**src/rtl/mux_rr_arbiter.sv**
```systemverilog
// Round-robin arbiter and sequencer for the 4:1 x/y coordinate mux.
// One requester is granted at a time and its index drives the mux select.
// The grant is held until the burst ends (last_in) or the beat limit is hit.
// On release the next grant is chosen in the same cycle, so there is no bubble.
module mux_rr_arbiter #(
  parameter int MAX_BURST = 16,
  parameter int CNT_W     = 5
) (
  input  logic       clk_in,
  input  logic       rst_n_in,
  input  logic [3:0] req_in,
  input  logic [3:0] last_in,
  input  logic       ready_in,
  output logic [1:0] sel_out,
  output logic [3:0] grant_out,
  output logic       valid_out,
  output logic [3:0] ack_out,
  output logic       busy_out
);

  typedef enum logic {
    IDLE,
    GRANT
  } state_t;

  state_t           state_reg, state_next;
  logic [1:0]       ptr_reg, ptr_next;
  logic [1:0]       sel_reg, sel_next;
  logic [3:0]       grant_reg, grant_next;
  logic             busy_reg, busy_next;
  logic [CNT_W-1:0] cnt_reg, cnt_next;

  logic       beat;
  logic       limit_hit;
  logic       release_now;
  logic [1:0] rel_start;
  logic [2:0] idle_pick;
  logic [2:0] rel_pick;

  // First requester found searching start, start+1, start+2, start+3 (mod 4).
  // Result is {found, index}.
  function automatic logic [2:0] rr_pick(input logic [3:0] req, input logic [1:0] start);
    logic [2:0] res;
    logic [1:0] idx;
    res = 3'b000;
    for (int k = 3; k >= 0; k--) begin
      idx = start + 2'(k);
      if (req[idx]) begin
        res = {1'b1, idx};
      end
    end
    return res;
  endfunction

  assign valid_out   = busy_reg & req_in[sel_reg];
  assign beat        = valid_out & ready_in;
  assign limit_hit   = (cnt_reg == CNT_W'(MAX_BURST - 1));
  assign release_now = beat & (last_in[sel_reg] | limit_hit);

  // Searching from the slot after the releasing requester puts that requester
  // last in order, so it only wins again when it is the sole requester.
  assign rel_start = sel_reg + 2'd1;
  assign idle_pick = rr_pick(req_in, ptr_reg);
  assign rel_pick  = rr_pick(req_in, rel_start);

  // Per-requester accept strobes follow the registered grant.
  generate
    for (genvar gi = 0; gi < 4; gi++) begin : g_ack
      assign ack_out[gi] = grant_reg[gi] & beat;
    end
  endgenerate

  assign sel_out   = sel_reg;
  assign grant_out = grant_reg;
  assign busy_out  = busy_reg;

  // State, pointer, grant and beat counter registers.
  always_ff @(posedge clk_in or negedge rst_n_in) begin
    if (!rst_n_in) begin
      state_reg <= IDLE;
      ptr_reg   <= 2'd0;
      sel_reg   <= 2'd0;
      grant_reg <= 4'b0000;
      busy_reg  <= 1'b0;
      cnt_reg   <= '0;
    end else begin
      state_reg <= state_next;
      ptr_reg   <= ptr_next;
      sel_reg   <= sel_next;
      grant_reg <= grant_next;
      busy_reg  <= busy_next;
      cnt_reg   <= cnt_next;
    end
  end

  // Next-state logic: grant from idle, count beats, release and re-arbitrate.
  always_comb begin
    state_next = state_reg;
    ptr_next   = ptr_reg;
    sel_next   = sel_reg;
    grant_next = grant_reg;
    busy_next  = busy_reg;
    cnt_next   = cnt_reg;
    case (state_reg)
      IDLE: begin
        if (idle_pick[2]) begin
          state_next = GRANT;
          sel_next   = idle_pick[1:0];
          grant_next = 4'(1) << idle_pick[1:0];
          busy_next  = 1'b1;
          cnt_next   = '0;
        end
      end
      GRANT: begin
        if (release_now) begin
          // A single release per beat, even if last and the limit coincide.
          ptr_next = rel_start;
          cnt_next = '0;
          if (rel_pick[2]) begin
            sel_next   = rel_pick[1:0];
            grant_next = 4'(1) << rel_pick[1:0];
          end else begin
            // sel_out keeps its last value while idle.
            state_next = IDLE;
            grant_next = 4'b0000;
            busy_next  = 1'b0;
          end
        end else if (beat) begin
          cnt_next = cnt_reg + CNT_W'(1);
        end
      end
      default: begin
        state_next = IDLE;
        grant_next = 4'b0000;
        busy_next  = 1'b0;
        cnt_next   = '0;
      end
    endcase
  end

endmodule

```
**config.mk**
```make
export PLATFORM = sky130hd
export DESIGN_NAME = mux_rr_arbiter
export DESIGN_NICKNAME = d
export VERILOG_FILES = /design/src/rtl/mux_rr_arbiter.sv
export SDC_FILE = /design/constraint.sdc
export NUM_CORES = 1
export LEC_CHECK = 0
export ABC_AREA = 1
export CORE_MARGIN = 10
export CORE_UTILIZATION = 45
export CTS_CLUSTER_DIAMETER = 150
export DETAILED_ROUTE_END_ITERATION = 16
export PLACE_DENSITY_LB_ADDON = 0.25
export SKIP_LAST_GASP = 1
export SLEW_MARGIN = 20
export SYNTH_ARGS = -nofsm -noshare
export SYNTH_HDL_FRONTEND = slang
export SYNTH_SLANG_ARGS = --single-unit
```
**constraint.sdc**
```tcl
create_clock -name clk_in -period 1.75 [get_ports clk_in]
set_input_delay 0.2625 -clock clk_in [delete_from_list [all_inputs] [get_ports clk_in]]
set_output_delay 0.2625 -clock clk_in [all_outputs]
set_load 0.02 [all_outputs]
```
# Word-level counts from Yosys, hierarchy flattened

Index checks and enable logic that the tools add are counted.
W data, S select, Z words.

$add $sub $neg: 8
Order comparisons: 9
Equal/unequal tests: 6
Shifts and indexed selects: 2
Multiplexer cells: 48
Bitwise operators: 9
Reduce and logical (&&, ||, !) cells: 5

Operator list:

| cell                  | number |
|---|---|
| $lt A2 B3 Y1 const B  | 9 |
| $mux W3               | 8 |
| $bmux W1 S2           | 10 |
| $mux W1               | 16 |
| $mux W5               | 3 |
| $mux W4               | 3 |
| $pmux W5 S2           | 1 |
| $add A2 B2 Y2 const B | 4 |
| $pmux W4 S2           | 1 |
| $shl A1 B2 Y4 const A | 2 |
| $and A1 B1 Y1         | 7 |
| $add A2 B1 Y2 const B | 3 |
| $mux W2               | 3 |
| $reduce_and A2 Y1     | 3 |
| $reduce_and A3 Y1     | 2 |
| $add A5 B1 Y5 const B | 1 |
| $eq A5 B4 Y1 const B  | 1 |
| $ne A2 B1 Y1 const B  | 2 |
| $ne A2 B2 Y1 const B  | 2 |
| $pmux W1 S2           | 2 |
| $pmux W2 S2           | 1 |
| $ne A3 B1 Y1 const B  | 1 |
| $not A1 Y1            | 1 |
| $or A1 B1 Y1          | 1 |

Register bits after elaboration: 15
Bits of input ports: 11
Word-level logic and storage cells: 93

# Depth between registers and ports, before layout

Depth after elaboration: 12
Depth in mapped cells: 14
Depth with buffers taken out: 14

# Worst setup path after synthesis

No wires, ideal clock.

Kind: reg2out
From: reg sel_reg[0], in the netlist sel_out[0]
To: out ack_out[0]
Arrival time: 1.611 ns
Path slack: -0.124 ns
Cell stages (with the launch flop): 7
Cells stage by stage: dfrtp_1 buf_6 nand2_1 nand3_2 a21oi_2 nand2_4 nor2_1

Word-level cells in the longest chain between the ends: 5

RTL lines:

| what                          | line | text |
|---|---|---|
| start, declared               | 28   | `logic [1:0] sel_reg, sel_next;` |
| start signal, assigned        | 89   | `sel_reg <= sel_next;` |
| $bmux W1 S2                   | 55   | `assign valid_out = busy_reg & req_in[sel_reg];` |
| $mux W1 (not written as such) | 55   |  |
| $and A1 B1 Y1                 | 55   |  |
| via valid_out                 | 16   | `output logic valid_out,` |
| $and A1 B1 Y1                 | 56   | `assign beat = valid_out & ready_in;` |
| $and A1 B1 Y1                 | 69   | `assign ack_out[gi] = grant_reg[gi] & beat;` |
| end, declared                 | 17   | `output logic [3:0] ack_out,` |

The timed path passes the listed nets, and every way through them passes these cells. The select of a mux whose other input is x is not followed.

# Worst setup path in the final report

From: reg sel_reg[0], in the netlist sel_out[0]
To: reg cnt_reg[2]

Word-level cells in the longest chain between the ends: 7

RTL lines:

| what                                                    | line | text |
|---|---|---|
| $bmux W1 S2                                             | 55   |  |
| $mux W1 (not written as such)                           | 55   |  |
| $and A1 B1 Y1                                           | 55   |  |
| $and A1 B1 Y1                                           | 56   |  |
| $and A1 B1 Y1                                           | 58   | `assign release_now = beat & (last_in[sel_reg] \| limit_hit);` |
| $mux W5 / $ne A3 B1 Y1 (equally long branches)          | --   |  |
| $pmux W5 S2 / $reduce_and A2 Y1 (equally long branches) | --   |  |
| end signal, assigned                                    | 92   | `cnt_reg <= cnt_next;` |
| end, declared                                           | 31   | `logic [CNT_W-1:0] cnt_reg, cnt_next;` |

Several ways; a longest one is shown, not always the timed one. The select of a mux whose other input is x is not followed.
A chain may end at the register's enable or synchronous reset.

==> impl_results.md <==
- Critical path launch point type: flip-flop
- Tot GR Track Use: 12.32%
- Highest cell delay on the worst timing path: 0.43 ns
- Skew-Pair Late Insertion Delay: 0.28 ns
- Maximum ir drop on the vdd rail: 1.127 mV
- Critical path required time: 1.95 ns
- Headroom to the max-slew limit: 74.55%
- Fraction of registers with async set/reset: 100.0%
- Worst-margin pin slew: 0.3813 ns
- Most common cell on crit path: nand2_2
- Share of post-route cells with drive strength above 1: 28.13%
- Clock tree from TritonCTS: built
- Number of levels in the clock H-tree: 1
- Minimum setup slack after placement: -0.4827 ns
- Commonest non-fill, non-tap cell in the layout: nand2_1
- Global placement routability congestion: 0.8235
- Total internal power: 1.590 mW
- Worst clock skew: 0.009606 ns
- Setup violation total in the final timing report: 8
- Maximum buffer depth of the clock tree: 2
- Number of flip-flops under the largest register name: 5
- Worst EP arrival: 1.97 ns
- Placed Instances: 280
- Share of the core filled with cells in the final layout: 66.38%
- Max Slew Vio Count: 0
- P per Cell Area: 1816 nW/um^2
- Number of cell instances on the worst register-to-register path: 11
- Power dissipated by switching net loads: 1.735 mW
- Routed wire length per instance: 11.68 um
- Clk slew on worst S/H paths: 0.10 ns
- Die X: 73.88 um
- Distinct cell type count after synthesis: 26
- Sequential fraction of the synthesis area: 28.74%
- Detailed Route Iter0 Violations: 54
- Setup repair after global routing missed its margin: yes
- Initial antenna violation count: 0
- Leading cell types in the layout, fill and taps excluded: nand2_1 (87), inv_1 (23), nand3_1 (22), buf_4 (22), clkdlybuf4s50_1 (15)
- Maximum achievable frequency: 564.5 MHz
- Remaining design rule violation count: 0
- Number of global-route vias before repair: 1,370
- DRT antenna net count: 0
- Count of buffers inserted at the top-level ports: 22
- Total of flip-flops plus latches after synthesis: 15
- Nets in the synthesized netlist: 222
- ANT cells: 0
- Fraction of power consumed by combinational cells: 75.8%
- Layout-stage area growth over the synthesis result: 40.13%
- Share of power burned in the clock network: 6.1%
- Layout filler cell count: 255
- Wire length of the first global-routing pass: 5568 um
- Via count normalized by instance count: 5.003
- Nature of the critical path endpoint: flip-flop
- Count of flip-flops with a built-in enable after synthesis: 0
- Total non-filler cell area in the finished layout: 1831 um^2
- Average instance area after synthesis: 6.250 um^2
- Most frequently used flop master after synthesis: dfrtp_1
- Master of the slowest instance on the critical path: dfrtp_2
- Number of standard-cell rows in the floorplan: 19
- Cell Chain, Critical Path: inv_2 -> buf_6 -> nand2_1 -> nand2_2 -> nand2_2 -> nand2_2 -> inv_2 -> nand2_2 -> o21ai_4 -> nand2_4 -> a22oi_2
- Root cell of the clock tree: clkbuf_4
- Accumulated negative setup slack: -0.04953 ns
- Endpoints failing hold: 0
- Worst-case hold slack: 0.2836 ns
- YS warnings: 0
- Detailed Routing Iterations Pass 1: 5
- Run status: complete, but fails checks
- Mapped Cells: 209
- CP Class: flip-flop to flip-flop
- Initial core utilization: 47.37%
- Final WL: 3353 um
- Largest net degree at the start of global routing: 16
- DP HPWL: 2645 um
- Setup slack of the critical path after layout: -0.02156 ns
- Cell area reported after detailed placement: 1734 um^2
- Critical path fanouts, max: 7
- MaxCap Viol Count: 0
- CORE AREA: 2758 um^2
- Post-layout minimum cycle time: 1.772 ns
- Die Footprint: 5458 um^2
- Post-route clock period utilization: 101.2%
- Sequential share of power: 18.1%
- Number of sinks on the clock net: 15
- Nets@finish: 270
- Post-route total power: 3.325 mW
- Static leakage: 1.021 nW
- Congestion Overflow GR: 0
- Number of vias in the routed layout: 1,436
- Final instance count without filler cells: 287
- Hold Buf Count CTS: 0
- Cell Area, Synth: 1306 um^2
- Sw Ratio: 52.17%
- Violated checks: negative setup slack
- Path category of the worst min-delay check: input pin to asynchronous set/reset pin
- IO Count: 23
- Overall die height: 73.88 um
- Number of buffers added by the clock tree synthesis step: 3
per-layer routing:
metal / track usage (%) / part of all wire, %
met1: 14.30 / 45
met2: 22.63 / 50
met3: 2.692 / 3.8
met4: 1.863 / 0.42
met5: 0 / 0
final cells by class:
cell class	count	area [um^2]	share of cell area [%]
multi-input cells	163	862.1	47.09
repair buffers	45	412.9	22.56
flip-flops and latches	15	377.9	20.64
inverters	29	112.6	6.152
well taps	31	38.79	2.119
clock buffers	4	26.28	1.435
critical path, delay by kind of cell (launching register included):
kind                   cells  cell delay [ns]
buffers and inverters      3             0.28
AOI/OAI and AO/OA          2             0.48
DFF                        1             0.43
and+or+nand+nor            6             0.49
power by group through the flow:
| stage | registers, mW | clock network [mW] | logic [mW] |
|---|---|---|---|
| floorplan | 0.639 | 0 | 1.57 |
| global placement | 0.604 | 0 | 2.30 |
| detailed placement | 0.601 | 0 | 2.34 |
| CTS | 0.599 | 0.204 | 2.34 |
| global route | 0.624 | 0.225 | 2.83 |
| finish | 0.603 | 0.201 | 2.52 |
timing repair:
action	CTS	global route
gates resized for setup	27	21
endpoints found under the setup margin	7	19
pin swaps	1	6
cloned	0	1
buffers inserted	0	2
path summary, 6_finish.rpt:
kind                                               start                  endpoint  slack [ns]
worst max-delay path              sel_out[0]$_DFFE_PN0P_    cnt_reg[2]$_DFFE_PN0P_       -0.02
worst min-delay path                            rst_n_in  grant_out[1]$_DFFE_PN0P_        0.28
worst max register to register    sel_out[0]$_DFFE_PN0P_    cnt_reg[2]$_DFFE_PN0P_       -0.02
worst min register to register  grant_out[3]$_DFFE_PN0P_  grant_out[3]$_DFFE_PN0P_        0.51
max in group asynchronous                       rst_n_in    sel_out[1]$_DFFE_PN0P_        1.27
min in group clk_in             grant_out[3]$_DFFE_PN0P_  grant_out[3]$_DFFE_PN0P_        0.51
cells by family (layout without fill, tap and decap cells):
logic type	Yosys count	count (layout)	share of synthesized area (%)
and+or+nand+nor	142	143	49.23
buffers and inverters	32	78	10.15
AOI/OAI and AO/OA	16	16	8.525
DFF	15	15	28.74
adders and majority gates	2	2	1.915
xor gates and xnor gates	1	1	0.6706
muxes	1	1	0.7663
cell usage after synthesis, types with 2 or more instances:
master,instances,share of area (%)
inv_1,24,6.9
dfrtp_1,15,29
o21ai_0,6,2.3
nand2_1,94,27
nand3_2,2,1.5
o21ai_1,2,0.77
o22ai_1,2,0.96
nor2_1,11,3.2
a21oi_2,2,1.3
nand3_1,23,8.8
ha_1,2,1.9
inv_2,3,0.86
nand2_2,6,2.9
nand2_4,5,4.3
Power figures use the tool's default switching activity.
